===== src/rtl/pattern_pkg.sv =====
// Shared types and the "01" detector next-state function used by the
// pattern-detect scheduler.
package pattern_pkg;

    typedef enum logic [1:0] {
        IDLE  = 2'd0,
        GOT0  = 2'd1,
        MATCH = 2'd2
    } det_state_t;

    // One step of the "01" detector; any unused encoding recovers to IDLE.
    function automatic det_state_t det_next(input det_state_t s, input logic a);
        det_state_t n;
        n = IDLE;
        case (s)
            IDLE:    n = a ? IDLE  : GOT0;
            GOT0:    n = a ? MATCH : GOT0;
            MATCH:   n = a ? IDLE  : GOT0;
            default: n = IDLE;
        endcase
        return n;
    endfunction

endpackage


===== src/rtl/rr_arbiter.sv =====
// N-wide round-robin arbiter: combinational one-hot grant searched from a
// rotating pointer, pointer advances past the winner.
module rr_arbiter #(
    parameter int unsigned N = 4
) (
    input  logic         clk,
    input  logic         reset,
    input  logic [N-1:0] req,
    output logic [N-1:0] gnt
);

    localparam int unsigned PW = (N > 1) ? $clog2(N) : 1;

    logic [PW-1:0] ptr;
    logic [PW-1:0] ptr_nxt;
    logic [PW-1:0] idx;
    logic          found;

    // First requester at or after ptr, wrapping modulo N.
    always_comb begin
        gnt     = '0;
        found   = 1'b0;
        ptr_nxt = ptr;
        idx     = '0;
        for (int unsigned i = 0; i < N; i++) begin
            idx = PW'((32'(ptr) + i) % N);
            if (!found && req[idx]) begin
                gnt[idx] = 1'b1;
                found    = 1'b1;
                ptr_nxt  = (idx == PW'(N - 1)) ? '0 : idx + 1'b1;
            end
        end
    end

    always_ff @(posedge clk or posedge reset) begin
        if (reset) begin
            ptr <= '0;
        end else begin
            ptr <= ptr_nxt;
        end
    end

endmodule


===== src/rtl/pattern_detect_scheduler.sv =====
// Time-shares one "01" detector step among N serial channels, with per-channel
// state, registered match pulses and saturating match counters.
module pattern_detect_scheduler
    import pattern_pkg::*;
#(
    parameter int unsigned N     = 4,
    parameter int unsigned CNT_W = 8
) (
    input  logic                 clk,
    input  logic                 reset,
    input  logic [N-1:0]         req,
    input  logic [N-1:0]         bit_in,
    input  logic [N-1:0]         flush,
    input  logic                 clear_cnt,
    output logic [N-1:0]         gnt,
    output logic [N-1:0]         match,
    input  logic [$clog2(N)-1:0] cnt_sel,
    output logic [CNT_W-1:0]     cnt_data
);

    localparam int unsigned SW = $clog2(N);
    localparam logic [CNT_W-1:0] CNT_MAX = '1;

    logic [N-1:0]     eligible;
    det_state_t       st     [N];
    det_state_t       st_nxt [N];
    logic [N-1:0]     hit;
    logic [CNT_W-1:0] cnt    [N];
    logic [CNT_W-1:0] cnt_rd [2**SW];

    // Flushed channels sit out arbitration so their bit is not consumed.
    assign eligible = req & ~flush;

    rr_arbiter #(
        .N (N)
    ) u_arb (
        .clk   (clk),
        .reset (reset),
        .req   (eligible),
        .gnt   (gnt)
    );

    always_comb begin
        hit = '0;
        for (int unsigned i = 0; i < N; i++) begin
            st_nxt[i] = det_next(st[i], bit_in[i]);
            hit[i]    = gnt[i] && (st_nxt[i] == MATCH);
        end
    end

    always_ff @(posedge clk or posedge reset) begin
        if (reset) begin
            for (int unsigned i = 0; i < N; i++) begin
                st[i] <= IDLE;
            end
        end else begin
            for (int unsigned i = 0; i < N; i++) begin
                if (flush[i]) begin
                    st[i] <= IDLE;
                end else if (gnt[i]) begin
                    st[i] <= st_nxt[i];
                end
            end
        end
    end

    always_ff @(posedge clk or posedge reset) begin
        if (reset) begin
            match <= '0;
        end else begin
            match <= hit;
        end
    end

    // Clear has priority over a coincident increment.
    always_ff @(posedge clk or posedge reset) begin
        if (reset) begin
            for (int unsigned i = 0; i < N; i++) begin
                cnt[i] <= '0;
            end
        end else begin
            for (int unsigned i = 0; i < N; i++) begin
                if (clear_cnt) begin
                    cnt[i] <= '0;
                end else if (hit[i] && (cnt[i] != CNT_MAX)) begin
                    cnt[i] <= cnt[i] + 1'b1;
                end
            end
        end
    end

    // Readback table padded to a power of two so every cnt_sel value is defined.
    for (genvar g = 0; g < 2**SW; g++) begin : g_rd
        if (g < N) begin : g_used
            assign cnt_rd[g] = cnt[g];
        end else begin : g_pad
            assign cnt_rd[g] = '0;
        end
    end

    assign cnt_data = cnt_rd[cnt_sel];

endmodule


===== config.mk =====
export PLATFORM = sky130hd
export DESIGN_NAME = pattern_detect_scheduler
export DESIGN_NICKNAME = d
export VERILOG_FILES = /design/src/rtl/pattern_pkg.sv /design/src/rtl/rr_arbiter.sv /design/src/rtl/pattern_detect_scheduler.sv
export SDC_FILE = /design/constraint.sdc
export NUM_CORES = 1
export LEC_CHECK = 0
export BUFFER_PORTS_ARGS = -buffer_cell sky130_fd_sc_hd__buf_2
export CAP_MARGIN = 30
export CELL_PAD_IN_SITES_DETAIL_PLACEMENT = 1
export CELL_PAD_IN_SITES_GLOBAL_PLACEMENT = 1
export CORE_UTILIZATION = 50
export DETAILED_ROUTE_END_ITERATION = 8
export PLACE_DENSITY_LB_ADDON = 0.1
export SYNTH_ARGS = -nofsm -noshare
export SYNTH_HDL_FRONTEND = slang
export SYNTH_HIERARCHICAL = 1
export SYNTH_SLANG_ARGS = --single-unit

===== constraint.sdc =====
create_clock -name clk -period 9.4 [get_ports clk]
set_clock_uncertainty 0.15 [all_clocks]
set_input_delay 0.47 -clock clk [delete_from_list [all_inputs] [get_ports clk]]
set_output_delay 0.47 -clock clk [all_outputs]
set_load 0.01 [all_outputs]

==> key figures, run 1 <==
Outcome
  • Outcome: completed

Setup path
  • Worst Path Arrival: 3970 ps
  • Worst-path fanout max: 11
  • Crit-path cells: inv_1 -> ha_1 -> mux4_2 -> nor2b_1 -> a22oi_1 -> o21ai_0 -> and4b_1 -> o211ai_2 -> nor2_1 -> mux2_1
  • Largest stage delay, worst path: 570 ps
  • Nature of the critical path startpoint: flop
  • Worst EP required: 9440 ps
  • Critical path capture point type: flop
  • WP buf/inv: 1
  • Setup CP Type: flop to flop
  • Crit path max-delay family: simple AND/OR/NAND/NOR gates
  • Worst reg2reg setup slack: 5460 ps
  • Slowest-stage cell, CP: dfrtp_1

Placed design
  • Port Buffers: 32
  • DP HPWL: 5.07 mm
  • GPL Wtd Cong: 0.814
  • Pre-CTS setup slack: 5520 ps

Global route
  • Largest net degree at the start of global routing: 34
  • First-pass GRT wire length: 11.4 mm
  • Grt total ovfl: 0
  • Met1 Resource Use GR: 32.6%
  • Global route hottest layer: met2
  • GRT Overall Usage: 24.3%
  • Met2 Usage GRT: 39.6%
  • Met3 GRT Util: 4.53%
  • Initial antenna violation count: 0
  • Vias in the first global route: 2270

Clock network
  • Post-CTS Resized: 0
  • Deepest clock path buffer count: 2
  • Post-CTS Hold Fix Bufs: 1
  • CTS root buffer: clkbuf_8
  • Post-CTS setup buffers: 0
  • Clock Pin Slew Worst Setup and Hold Paths: 90 ps
  • Clock buffer count from CTS: 5
  • H-tree lvl count: 2
  • CTS Sinks: 46
  • Clk Latency, worst-skew pair: 300 ps
  • TritonCTS clock tree: built

Yosys
  • Synth Area in Simple Gates: 17.3%
  • Largest family of logic cells by synthesized area: simple AND/OR/NAND/NOR gates
  • Synth Area in XOR/XNOR: 6.63%
  • Mapped Area: 2910 um2
  • Distinct cells, synth: 47
  • Post-synthesis mux area share: 13.5%
  • Ys flop type: dfrtp_1
  • Adder-Cell Fraction of Synth Area: 4.30%
  • Syn avg cell area: 10.9 um2
  • Post-synth ARST share: 100%
  • Post-synth top area share: 39.6%
  • EDFF count, synth: 0
  • Compound-gate portion of the synthesized area: 15.1%
  • Synth area leaders: dfrtp_1 40%, mux4_2 9.3%, xor2_1 6.3%
  • Post-Syn Instances: 266
  • Synth area leader: dfrtp_1
  • Synthesized Nets: 293
  • Seq/Total Area, Yosys: 39.6%
  • Synthesis-stage register bit count: 46
  • Ys Warns: 6

Timing
  • Crit path time final: 3940 ps
  • RSZ-0062 raised after global routing: no
  • Final setup viols: 0
  • Pins Over Slew Limit: 0
  • Slew HR: 53.4%
  • Post-route setup slack: 5460 ps
  • FMAX: 254 MHz
  • Setup TNS: 0 ps
  • Final hold violations: 0
  • Fin crit share: 41.9%
  • Least-Margin Pin Slew: 691 ps
  • Worst hold slack: 194 ps

Min path
  • HP Class: input port to flop

Route
  • Routed wire per std cell: 18.5 um
  • Vias post-DR: 2202
  • Final ANT Viol Nets: 0
  • WL final: 6.82 mm
  • Vias/cell: 5.98
  • Initial DRT Pass Iterations: 4
  • DR iter-0 viols: 58
  • DRC viols: 0

Job
  • Max cap viols: 0

Pwr
  • Pwr dens: 179 nW/um2
  • Final Power: 573 uW
  • Static Leak: 0.00157 uW
  • Maximum VDD drop: 111 uV

Floorplan
  • Initial core utilization: 52.5%
  • Die Ht: 78.3 um
  • Row Count: 27
  • Full die area: 6120 um2
  • Core outline area: 5540 um2
  • Die X: 78.3 um
  • Top Ports: 33

Layout
  • Diode count: 0
  • Final net count: 323
  • Layout cell share with drive strength beyond 1: 23.0%
  • Area grow syn2layout: 10.1%
  • Finished Core Util: 57.8%
## flip-flops by register name (all words and copies together), names as in the netlist
register / cells
st: 8
match: 4
u_arb/ptr: 2
cnt: 32
## logic make-up after synthesis
logic type                 Yosys count
adders and majority gates           10
muxes                               24
xor gates and xnor gates            22
and+or+nand+nor                     87
buffers and inverters               21
AOI/OAI and AO/OA                   56
DFF                                 46
## power by group
part           switching (uW)  internal [uW]
logic                     127           97.6
clock network            67.2           51.1
registers                18.8            210
## per-stage QoR
step,cell area (um2),instances
finish,3200,368
global route,3200,368
global placement,3090,359
CTS,3200,368
detailed placement,3110,360
floorplan,2910,266
## metal layers
layer,up-vias,routed length [um],part of all wire [%]
met5,-,0,0
met1,1108,3160,46
li1,1039,-,-
met3,12,221,3.2
met4,0,136,2.0
met2,43,3310,48
## final cells by class
| class | instances | area (um2) |
|---|---|---|
| clock inverter | 1 | 7.51 |
| sequential | 46 | 1150 |
| tap | 72 | 90.1 |
| timing repair buffer | 34 | 190 |
| inverter | 10 | 37.5 |
| clock buffer | 6 | 72.6 |
| multi-input combinational | 199 | 1650 |
| fill | 640 | 2340 |
## cell usage in the layout, fill, tap and decap left out, types with 5 or more instances in the layout
cell,count
ha_1,10
buf_2,32
nor2_1,38
and2_1,7
dfrtp_1,46
mux4_2,12
xor2_1,21
clkbuf_8,5
o211ai_1,6
nor2b_1,6
a22oi_1,9
and3_1,6
inv_1,8
a21oi_1,9
mux2i_1,10
nand3_1,7
o2111ai_1,6
## Yosys cell counts (all sizes together) (2+ instances only)
master and count:
or4 2, ha 10, clkbuf 4, dfrtp 46, a211oi 2, nor2 38, nor2b 6, a211o 2
xor2 21, mux4 12, inv 10, a22oi 9, and4b 3, nor3 4, nand3 7, and2 7
o21a 3, o21ba 3, o2111ai 6, o21ai 8, buf 7, nand4 7, mux2i 10, o211ai 10
nand2b 3, and3 6, a21oi 9, mux2 2
## path summary, 6_finish.rpt
kind	start	endpoint	depth (start not counted)
max in group asynchronous	reset	st[1]$_DFFE_PP0P_	4
min in group asynchronous	reset	u_arb/ptr[1]$_DFFE_PP0P_	3
min	flush[0]	st[7]$_DFFE_PP0P_	2
max reg2reg	u_arb/ptr[0]$_DFFE_PP0P_	cnt[31]$_DFFE_PP0P_	10
min reg2reg	st[7]$_DFFE_PP0P_	st[7]$_DFFE_PP0P_	2
max	u_arb/ptr[0]$_DFFE_PP0P_	cnt[31]$_DFFE_PP0P_	10
Note: power is estimated with default switching activity, not from simulation.
==> run 2: changes to the inputs <==
ABC_AREA = 1   (was not set)
CORE_UTILIZATION = 38   (was 50)
clock period = 3.37 ns   (was 9.4 ns; I/O delays follow)
==> key figures, run 2 <==
Outcome
  • Outcome: completed

Setup path
  • Crit path max-delay family: simple AND/OR/NAND/NOR gates
  • WP buf/inv: 3
  • Worst Path Arrival: 3060 ps
  • Crit-path cells: inv_1 -> ha_1 -> inv_1 -> nand3_1 -> nand2_2 -> nand2_4 -> nor2_8 -> nand2_1 -> o21ai_0 -> nand2_1 -> nor2_2 -> nand2_2 -> nand2_4 -> clkinv_2 -> nand2_1 -> nand2_1
  • Largest stage delay, worst path: 480 ps
  • Top cell by count, worst path: nand2_1
  • Slowest-stage cell, CP: dfrtp_1
  • Worst Reg-to-Reg Cells: 16
  • Worst EP required: 3420 ps
  • CP Depth: 16
  • Worst-path fanout max: 7
  • Setup CP Type: flop to flop
  • Nature of the critical path startpoint: flop
  • Critical path capture point type: flop

Route
  • Initial DRT Pass Iterations: 6
  • Vias post-DR: 3273
  • DRC viols: 0
  • Routed wire per std cell: 14.2 um
  • DR iter-0 viols: 139
  • Vias/cell: 5.07
  • WL final: 9.17 mm
  • Final ANT Viol Nets: 0

Yosys
  • Commonest cells post-synth: 157 x nand2_1, 60 x nor2_1, 57 x inv_1
  • Seq/Total Area, Yosys: 34.8%
  • Post-Syn Instances: 497
  • EDFF count, synth: 0
  • Synth area leaders: dfrtp_1 35%, nand2_1 18%, nor2_1 6.8%
  • Synthesis-stage register bit count: 46
  • Post-synth top area share: 34.8%
  • Synth area leader: dfrtp_1
  • Distinct cells, synth: 26
  • Post-synth ARST share: 100%
  • Count leader, synth: nand2_1
  • Ys Warns: 6
  • Ys flop type: dfrtp_1
  • Mapped Area: 3300 um2
  • Synthesized Nets: 524
  • Syn avg cell area: 6.65 um2

Layout
  • Most common cell after layout, fill and taps aside: nand2_1
  • Sequential cell area: 1150 um2
  • Commonest non-fill, non-tap cells in the layout: 157 x nand2_1, 59 x nor2_1, 56 x inv_1
  • Reg with most FFs: cnt
  • Final std cells w/o fill: 646
  • Multi-input logic area: 1880 um2
  • Finished Cell Area: 3780 um2
  • Area grow syn2layout: 14.5%
  • Fill cells: 1112
  • Final net count: 567
  • Max reg flops: 32
  • Top Registers: cnt x32, st x8, match x4
  • Layout cell share with drive strength beyond 1: 16.5%
  • Diode count: 0

Global route
  • GRT Overall Usage: 22.2%
  • Largest net degree at the start of global routing: 39
  • Initial antenna violation count: 0
  • Grt total ovfl: 0
  • Vias in the first global route: 3405
  • First-pass GRT wire length: 15.8 mm

Floorplan
  • Top Ports: 33
  • Full die area: 9070 um2
  • Die X: 95.3 um
  • Initial core utilization: 39.8%
  • Row Count: 33
  • Core outline area: 8300 um2
  • Die Ht: 95.3 um

Placed design
  • GPL Wtd Cong: 0.829
  • Post-DP Area: 3610 um2
  • Placed cells: 631
  • Port Buffers: 32
  • DP HPWL: 7.19 mm

Timing
  • Fin crit share: 89.4%
  • Slew HR: 62.5%
  • Least-Margin Pin Slew: 562 ps
  • Final hold violations: 0
  • FMAX: 332 MHz
  • Pins Over Slew Limit: 0
  • Crit path time final: 3010 ps
  • Final setup viols: 0

Pwr
  • Pwr dens: 509 nW/um2
  • Final Power: 1930 uW
  • Maximum VDD drop: 357 uV
  • Static Leak: 0.00185 uW

Clock network
  • H-tree lvl count: 2
  • Clk Latency, worst-skew pair: 300 ps
  • CTS Sinks: 46
  • Clock buffer count from CTS: 5
  • Deepest clock path buffer count: 2
  • TritonCTS clock tree: built
  • Clock Pin Slew Worst Setup and Hold Paths: 90 ps
  • CTS root buffer: clkbuf_8

Min path
  • HP Class: input port to flop
  • Hold Path Depth: 3

Job
  • Max cap viols: 0
==> run 2: layer usage <==
| layer | global-route usage [%] | wire (um) |
|---|---|---|
| met4 | 4.92 | 123 |
| met2 | 40.9 | 4630 |
| met5 | 0 | 0 |
| met1 | 27.3 | 4210 |
| met3 | 2.95 | 198 |
==> run 2: cell families (layout without fill, tap and decap cells) <==
family | after synthesis | after routing | synth area share (%)
AOI/OAI and AO/OA | 67 | 67 | 10.8
xor gates and xnor gates | 6 | 6 | 1.59
adders and majority gates | 10 | 10 | 3.79
buffers and inverters | 73 | 117 | 8.52
DFF | 46 | 46 | 34.8
and+or+nand+nor | 295 | 295 | 40.5
==> run 2: final timing paths <==
| path | startpoint | to | slack [ps] |
|---|---|---|---|
| setup / recovery | u_arb/ptr[1]$_DFFE_PP0P_ | cnt[2]$_DFFE_PP0P_ | 360 |
| hold / removal | bit_in[3] | match[3]$_DFF_PP0_ | 4 |
| setup reg to reg | u_arb/ptr[1]$_DFFE_PP0P_ | cnt[2]$_DFFE_PP0P_ | 360 |
| hold reg to reg | st[1]$_DFFE_PP0P_ | st[0]$_DFFE_PP0P_ | 370 |
| max in group asynchronous | reset | st[7]$_DFFE_PP0P_ | 2450 |
| min in group asynchronous | reset | u_arb/ptr[1]$_DFFE_PP0P_ | 120 |
==> run 2: power by group <==
part | leakage [uW] | switching (uW) | internal [uW]
Clock | 0.0000482 | 198 | 166
Combinational | 0.00117 | 594 | 331
Sequential | 0.000637 | 45.7 | 593
Total | 0.00185 | 838 | 1090
==> run 2: worst reg2reg max path, cell delays in order (launching register included) <==
cell and delay (ps):
dfrtp_1 480, inv_1 180, ha_1 380, inv_1 170, nand3_1 110, nand2_2 110
nand2_4 70, nor2_8 100, nand2_1 120, o21ai_0 240, nand2_1 120, nor2_2 260
nand2_2 110, nand2_4 100, clkinv_2 100, nand2_1 70, nand2_1 60
==> run 2: area by class of cell <==
type / count / share of cell area, %
inverters: 65 / 6.61
clock buffers: 7 / 2.28
well taps: 105 / 3.47
repair buffers: 44 / 7.41
clock inverters: 1 / 0.132
multi-input cells: 378 / 49.6
flip-flops and latches: 46 / 30.5
==> run 2: what timing repair did <==
| action | in CTS | in global routing |
|---|---|---|
| buffers inserted | 0 | 0 |
| hold buffers | 7 | 0 |
| setup endpoints to repair | 0 | 15 |
| gates resized for setup | 0 | 3 |
| endpoints found under the hold margin | 56 | 0 |
==> run 2: through the flow <==
stage                     worst slack, ps  hold slack [ps]  TNS, ps  utilization [%]
after floorplan                       461             -240        0                -
after global placement                372             -110        0             43.3
after detailed placement              245             -113        0             43.6
after CTS                             239             1.62        0             45.5
after global routing                -12.9             20.3    -14.8             45.6
final                                 357             4.44        0             45.6
